==> config.mk <==
export PLATFORM = sky130hd
export DESIGN_NAME = mem_access_stage
export DESIGN_NICKNAME = d
export VERILOG_FILES = /design/src/rtl/mips_mem_pkg.sv /design/src/rtl/mem_lane_align.sv /design/src/rtl/mem_access_stage.sv
export SDC_FILE = /design/constraint.sdc
export NUM_CORES = 1
export LEC_CHECK = 0
export ABC_AREA = 1
export ABC_CLOCK_PERIOD_IN_PS = 2400
export CELL_PAD_IN_SITES_DETAIL_PLACEMENT = 1
export CELL_PAD_IN_SITES_GLOBAL_PLACEMENT = 2
export CORE_MARGIN = 2
export CORE_UTILIZATION = 23
export DETAILED_ROUTE_END_ITERATION = 7
export PLACE_DENSITY = 0.95
export SYNTH_ARGS = -nofsm -noshare
export SYNTH_HDL_FRONTEND = slang
export SYNTH_SLANG_ARGS = --single-unit
==> constraint.sdc <==
create_clock -name clk -period 2.4 [get_ports clk]
set_input_delay 0.6 -clock clk [delete_from_list [all_inputs] [get_ports clk]]
set_output_delay 0.6 -clock clk [all_outputs]
set_load 0.01 [all_outputs]
==> src/rtl/mips_mem_pkg.sv <==
`default_nettype none
// ============================================================================
// Package     : mips_mem_pkg
// Description : Shared encodings for the MIPS load/store (memory access)
//               stage. It holds the access-size codes, the FSM state
//               encoding, the full byte-enable constant, and a helper that
//               classifies an address/size pair as misaligned.
// Revision    : 1.0  initial release
// ============================================================================
package mips_mem_pkg;

  // Access size, taken from the instruction's mem_size field
  localparam logic [1:0] SZ_BYTE = 2'b00;
  localparam logic [1:0] SZ_HALF = 2'b01;
  localparam logic [1:0] SZ_WORD = 2'b10;
  localparam logic [1:0] SZ_RSVD = 2'b11;

  // Access sequencer states
  typedef enum logic [1:0] {
    ST_IDLE = 2'd0,
    ST_BUS  = 2'd1,
    ST_DONE = 2'd2
  } state_t;

  localparam logic [3:0] BE_ALL = 4'b1111;

  // The reserved size code is treated as a misaligned access, so that it
  // never reaches the bus.
  function automatic logic is_misaligned(input logic [1:0] size,
                                         input logic [1:0] off);
    logic bad;
    bad = 1'b0;
    case (size)
      SZ_BYTE: bad = 1'b0;
      SZ_HALF: bad = off[0];
      SZ_WORD: bad = |off;
      default: bad = 1'b1;
    endcase
    return bad;
  endfunction

endpackage
`default_nettype wire

==> src/rtl/mem_lane_align.sv <==
`default_nettype none
// ============================================================================
// Module      : mem_lane_align
// Description : Purely combinational byte-lane steering for the load/store
//               stage. The store path produces byte enables and
//               lane-replicated write data. The load path picks the
//               addressed lane out of a little-endian bus word and sign- or
//               zero-extends it to 32 bits.
// Ports       : st_size, st_off, st_wdata -> st_be, st_data   (store path)
//               ld_size, ld_unsigned, ld_off, ld_rdata -> ld_data (load path)
// Revision    : 1.0  initial release
// ============================================================================
module mem_lane_align
  import mips_mem_pkg::*;
(
  input  logic [1:0]  st_size,
  input  logic [1:0]  st_off,
  input  logic [31:0] st_wdata,
  output logic [3:0]  st_be,
  output logic [31:0] st_data,
  input  logic [1:0]  ld_size,
  input  logic        ld_unsigned,
  input  logic [1:0]  ld_off,
  input  logic [31:0] ld_rdata,
  output logic [31:0] ld_data
);

  logic [7:0]  byte_lane;
  logic [15:0] half_lane;

  // Store path. Narrow data is replicated across lanes, so the memory only
  // needs the byte enables to pick the right bytes.
  always_comb begin
    st_be   = 4'b0000;
    st_data = st_wdata;
    case (st_size)
      SZ_BYTE: begin
        st_be   = 4'b0001 << st_off;
        st_data = {4{st_wdata[7:0]}};
      end
      SZ_HALF: begin
        st_be   = st_off[1] ? 4'b1100 : 4'b0011;
        st_data = {2{st_wdata[15:0]}};
      end
      SZ_WORD: begin
        st_be   = BE_ALL;
        st_data = st_wdata;
      end
      default: begin
        st_be   = 4'b0000;
        st_data = st_wdata;
      end
    endcase
  end

  // Load path
  always_comb begin
    byte_lane = ld_rdata[7:0];
    case (ld_off)
      2'd0:    byte_lane = ld_rdata[7:0];
      2'd1:    byte_lane = ld_rdata[15:8];
      2'd2:    byte_lane = ld_rdata[23:16];
      default: byte_lane = ld_rdata[31:24];
    endcase
    half_lane = ld_off[1] ? ld_rdata[31:16] : ld_rdata[15:0];

    ld_data = 32'd0;
    case (ld_size)
      SZ_BYTE: ld_data = {{24{~ld_unsigned & byte_lane[7]}}, byte_lane};
      SZ_HALF: ld_data = {{16{~ld_unsigned & half_lane[15]}}, half_lane};
      SZ_WORD: ld_data = ld_rdata;   // sign mode is irrelevant for words
      default: ld_data = 32'd0;
    endcase
  end

endmodule
`default_nettype wire

==> src/rtl/mem_access_stage.sv <==
`default_nettype none
// ============================================================================
// Module      : mem_access_stage
// Description : MIPS load/store stage. It takes the ALU result as the
//               effective address and rt as the store data. Each legal
//               access runs on a req/ack data bus of variable latency, and
//               the core is stalled until the access completes. Load
//               results are lane-aligned and extended before write-back.
// Ports       : clk, rst (sync, active-high)
//               core side : mem_read, mem_write, mem_size, load_unsigned,
//                           addr, wdata -> rdata_out, stall, misalign, bus_err
//               bus side  : bus_req, bus_we, bus_addr, bus_be, bus_wdata,
//                           bus_rdata, bus_ack
// Config      : define MEM_TIMEOUT_EN to abort a bus access that gets no
//               ack within TIMEOUT_CYCLES cycles. An abort pulses bus_err.
//               Without this macro, the stage waits for an ack with no
//               limit and bus_err is constant 0.
// Revision    : 1.0  initial release
// ============================================================================
module mem_access_stage
  import mips_mem_pkg::*;
#(
  parameter int ADDR_W         = 32,
  parameter int TIMEOUT_CYCLES = 16
) (
  input  logic              clk,
  input  logic              rst,
  input  logic              mem_read,
  input  logic              mem_write,
  input  logic [1:0]        mem_size,
  input  logic              load_unsigned,
  input  logic [ADDR_W-1:0] addr,
  input  logic [31:0]       wdata,
  output logic [31:0]       rdata_out,
  output logic              stall,
  output logic              misalign,
  output logic              bus_err,
  output logic              bus_req,
  output logic              bus_we,
  output logic [ADDR_W-1:0] bus_addr,
  output logic [3:0]        bus_be,
  output logic [31:0]       bus_wdata,
  input  logic [31:0]       bus_rdata,
  input  logic              bus_ack
);

  state_t      state;
  logic [1:0]  lat_size;
  logic        lat_unsigned;
  logic [1:0]  lat_off;

  logic        access;
  logic        bad_addr;
  logic        legal;
  logic [3:0]  st_be;
  logic [31:0] st_data;
  logic [31:0] ld_data;

  assign access   = mem_read | mem_write;
  assign bad_addr = is_misaligned(mem_size, addr[1:0]);
  assign legal    = access & ~bad_addr;
  assign misalign = access & bad_addr;

  // The stall is raised in the IDLE cycle itself. This keeps the PC from
  // advancing before the access has been captured.
  assign stall = ((state == ST_IDLE) && legal) || (state == ST_BUS);

  // The store path works on the live instruction, because it is captured
  // on entry to BUS. The load path works on the captured attributes,
  // because the data arrives several cycles later.
  mem_lane_align u_align (
    .st_size     (mem_size),
    .st_off      (addr[1:0]),
    .st_wdata    (wdata),
    .st_be       (st_be),
    .st_data     (st_data),
    .ld_size     (lat_size),
    .ld_unsigned (lat_unsigned),
    .ld_off      (lat_off),
    .ld_rdata    (bus_rdata),
    .ld_data     (ld_data)
  );

`ifdef MEM_TIMEOUT_EN
  localparam int CNT_W = $clog2(TIMEOUT_CYCLES + 1);
  logic [CNT_W-1:0] wait_cnt;
  logic             err_q;
  assign bus_err = err_q;
`else
  logic unused_timeout_cfg;
  assign unused_timeout_cfg = ^TIMEOUT_CYCLES;
  assign bus_err = 1'b0;
`endif

  always_ff @(posedge clk) begin
    if (rst) begin
      state        <= ST_IDLE;
      rdata_out    <= 32'd0;
      bus_req      <= 1'b0;
      bus_we       <= 1'b0;
      bus_addr     <= '0;
      bus_be       <= 4'b0000;
      bus_wdata    <= 32'd0;
      lat_size     <= SZ_BYTE;
      lat_unsigned <= 1'b0;
      lat_off      <= 2'b00;
`ifdef MEM_TIMEOUT_EN
      wait_cnt     <= '0;
      err_q        <= 1'b0;
`endif
    end else begin
`ifdef MEM_TIMEOUT_EN
      err_q <= 1'b0;
`endif
      case (state)
        ST_IDLE: begin
          if (legal) begin
            bus_req      <= 1'b1;
            bus_we       <= mem_write;   // a write wins over a read
            bus_addr     <= {addr[ADDR_W-1:2], 2'b00};
            bus_be       <= st_be;
            bus_wdata    <= st_data;
            lat_size     <= mem_size;
            lat_unsigned <= load_unsigned;
            lat_off      <= addr[1:0];
`ifdef MEM_TIMEOUT_EN
            wait_cnt     <= '0;
`endif
            state        <= ST_BUS;
          end
        end
        ST_BUS: begin
          // An ack takes priority, even in the cycle where the limit is hit
          if (bus_ack) begin
            if (!bus_we) begin
              rdata_out <= ld_data;
            end
            bus_req <= 1'b0;
            state   <= ST_DONE;
          end
`ifdef MEM_TIMEOUT_EN
          else if (wait_cnt == CNT_W'(TIMEOUT_CYCLES - 1)) begin
            err_q   <= 1'b1;
            bus_req <= 1'b0;
            state   <= ST_DONE;
          end else begin
            wait_cnt <= wait_cnt + 1'b1;
          end
`endif
        end
        ST_DONE: begin
          // The core retires the instruction here, so never re-issue it
          state <= ST_IDLE;
        end
        default: begin
          bus_req <= 1'b0;
          state   <= ST_IDLE;
        end
      endcase
    end
  end

endmodule
`default_nettype wire

==> impl_metrics.csv <==
group,metric,value,unit
final_layout,nNetsFinal,1019,
global_routing,grt_util_all_layers,0.162,
synth,yosys.area.top_type_share,0.441,
global_routing,gr-total-overflow,0,
power_and_ir_drop,ir_drop,0.351,mV
worst_setup_path,cp.required,1800,ps
synth,synthXorXnorAreaFrac,0,
power_and_ir_drop,clock_power_share,0.334,
synth,ys_ff_latch,107,
synth,synth_fa_ha_area_frac,0,
timing,post-route-min-period,2330,ps
synth,avgSynthCellArea,6.66,sq um
place,port-buffer-count,205,
clock_network,cts_tree,"yes",
final_layout,multi_input_area,2330,sq um
worst_setup_path,max_stage_delay,490,ps
routing,drc_errors,0,
global_routing,antenna_found_initial,1,
outcome,outcome,"completed",
place,place_ws,-396,ps
clock_network,cts_buffer_depth,2,
routing,via_per_inst,4.46,
synth,synth_compound_area_frac,0.186,
synth,synth.most_common_cell,"nand2_1",
routing,ant_nets,0,
synth,synth-simple-area-share,0.288,
worst_setup_path,critPathMaxFanout,2,
power_and_ir_drop,p_sw,1.31,mW
final_layout,instances_no_fill,1196,
place,gp_congestion,0.786,
routing,drt-initial-drc-count,165,
timing,final_hold_viol_count,0,
timing,rsz0062_at_grt,"no",
synth,post_synth_num_cell_types,22,
final_layout,n_fill_cell,2614,
timing,max_slew_margin,0.614,
power_and_ir_drop,pwr-share-comb,0.227,
routing,firstDrtPassIters,4,
timing,max_freq,430,MHz
global_routing,grt_pass1_vias,5207,
synth,synth_edf_count,0,
global_routing,grt_pass1_wl,28.3,mm
clock_network,cts_buffers,9,
worst_setup_path,cp-end-kind,"output port",
power_and_ir_drop,seqPwrFrac,0.439,
floorplan,start_util,0.232,
global_routing,grt_max_degree,71,
synth,ys_warn_count,0,
worst_setup_path,worst-path-buf-inv,3,
timing,final_max_slew_viol_count,0,
clock_network,htree_levels,3,
worst_setup_path,path_class,"in2out",
worst_setup_path,path_delay_family,"buffers and inverters",
power_and_ir_drop,internal_power,3.10,mW
place,dp_hpwl,12.9,mm
timing,finalWorstSetupSlack,72.0,ps
clock_network,clock_sinks,107,
final_layout,area_delta_synth_final,54.4,%
power_and_ir_drop,power.share.switching,0.297,
worst_setup_path,worstPathCellList,"clkdlybuf4s50_1, nor2_2, nor3_1, buf_4, nand3_4, nand2_1, buf_2",
worst_setup_path,startpoint_type,"input port",
power_and_ir_drop,total_power,4.41,mW
worst_setup_path,slowest_stage,"clkdlybuf4s50_1",
synth,synth_top_family_by_area,"simple AND/OR/NAND/NOR gates",
synth,ys_seq_area_frac,0.441,
timing,period_share,0.970,
routing,wl,18.0,mm
synth,ys_async_sr_fraction,0,
synth,yosys-top-cells-count,"nand2_1, a21oi_1, dfxtp_1",
floorplan,io_pins,209,
routing,wl_per_cell,15.1,um
floorplan,die-area,22300,sq um
final_layout,ff_latch_area,2140,sq um
synth,netlist_instances,729,
floorplan,num_rows,53,
clock_network,worst_skew_pair.late_latency,360,ps
clock_network,clkTransAtPathRegs,70,ps
floorplan,die_w,149,um
synth,synth.area.top_cells,"dfxtp_1, nand2_1, a21oi_1",
routing,num_vias,5339,
floorplan,die_y,149,um
worst_setup_path,cp.arrival,1730,ps
timing,worst_slew_pin_slew,579,ps
floorplan,coreArea,20900,sq um
run,drv_cap,0,
power_and_ir_drop,cellPowerDensity,589,nW/um^2
synth,yosys.area.top_type,"dfxtp_1",
timing,clock_skew,5.69,ps
synth,ys.flop_type,"dfxtp_1",
final_layout,final_layout_size_suffix_gt1_frac,0.0587,
power_and_ir_drop,leakage,2.93,nW
clock_network,postCtsSetupBuffers,0,
place,dp_cells,1179,
synth,synth_area,4850,sq um
hold_path,hold_class,"reg2reg",
synth,muxShareOfSynthArea,0,
clock_network,root_buffer,"clkbuf_16",
timing,finalSetupViolations,0,
-- path summary, 6_finish.rpt --
kind,startpoint,cells past startpoint,endpoint,slack (ps)
hold / removal,rdata_out[17],2,rdata_out[17],460
hold reg to reg,rdata_out[17],2,rdata_out[17],460
setup reg to reg,lat_off[1],8,rdata_out[31],600
setup / recovery,mem_write,7,stall,70
-- registers in the layout, indices dropped and copies added, names as in the netlist --
name / flops
bus_addr: 30
bus_be: 4
bus_req: 1
bus_wdata: 32
bus_we: 1
lat_off: 2
lat_size: 2
lat_unsigned: 1
rdata_out: 32
state: 2
-- through the flow --
| stage | hold slack, ps | area, sq um | utilization | setup TNS (ps) |
|---|---|---|---|---|
| 2_1_floorplan | 479 | 4860 | - | 0 |
| 4_1_cts | 468 | 7490 | 0.359 | 0 |
| 3_5_place_dp | 456 | 7210 | 0.345 | -22510 |
| 6_report | 463 | 7500 | 0.359 | 0 |
| 3_3_place_gp | 451 | 7210 | 0.345 | -19950 |
| 5_1_grt | 479 | 7490 | 0.359 | 0 |
-- tightest hold or removal path, cell delays in order (launching register included) --
cell	delay, ps
dfxtp_1	310
nand2_1	60
a21oi_1	50
-- layer usage --
layer  part of all wire  GRT usage  vias to the layer above
met5            0.00089          0                        -
met4              0.011     0.0400                        2
met3              0.089     0.0651                       15
met2               0.47      0.268                      149
met1               0.43      0.196                     2479
li1                   -          -                     2694
-- power groups by stage --
| stage | Clock [mW] | Combinational (mW) | Sequential [mW] |
|---|---|---|---|
| detailed placement | 0 | 1.02 | 1.98 |
| global route | 1.61 | 1.11 | 1.95 |
| global placement | 0 | 1.01 | 1.97 |
| CTS | 1.53 | 1.02 | 1.94 |
| floorplan | 0 | 0.453 | 2.01 |
| finish | 1.47 | 1.00 | 1.94 |
-- what timing repair did --
| action | in CTS | in global routing |
|---|---|---|
| resized for setup | 9 | 3 |
| cloned | 0 | 0 |
| hold buffers | 0 | 0 |
| setup endpoints to repair | 5 | 30 |
| endpoints found under the hold margin | 0 | 0 |
-- layout by cell type (no fill, tap or decap), types with 2 or more instances in the layout --
master / n
nand2_1: 322
clkdlybuf4s50_1: 201
a21oi_1: 122
dfxtp_1: 107
inv_1: 38
o21ai_0: 32
o211ai_1: 14
buf_4: 14
nor2_1: 13
nand3_1: 10
clkbuf_16: 9
inv_2: 5
buf_12: 4
conb_1: 3
clkinvlp_4: 3
o21ai_2: 2
nor2_2: 2
nor3_1: 2
nand3_2: 2
nor2_4: 2
or2_2: 2
inv_6: 2
buf_2: 2
-- cell type report --
type / count / area share
Multi-Input combinational cell: 531 / 0.311
Timing Repair Buffer: 223 / 0.297
Clock buffer: 10 / 0.0319
Sequential cell: 107 / 0.286
Clock inverter: 6 / 0.00651
Tap cell: 275 / 0.0459
Inverter: 43 / 0.0215
Antenna cell: 1 / 0.000334
-- logic make-up after synthesis --
kind of cell / Yosys count
simple gates: 357
other cells: 1
compound gates: 171
buf+inv: 93
flops: 107
No activity file was read; power rests on OpenSTA's default activity.
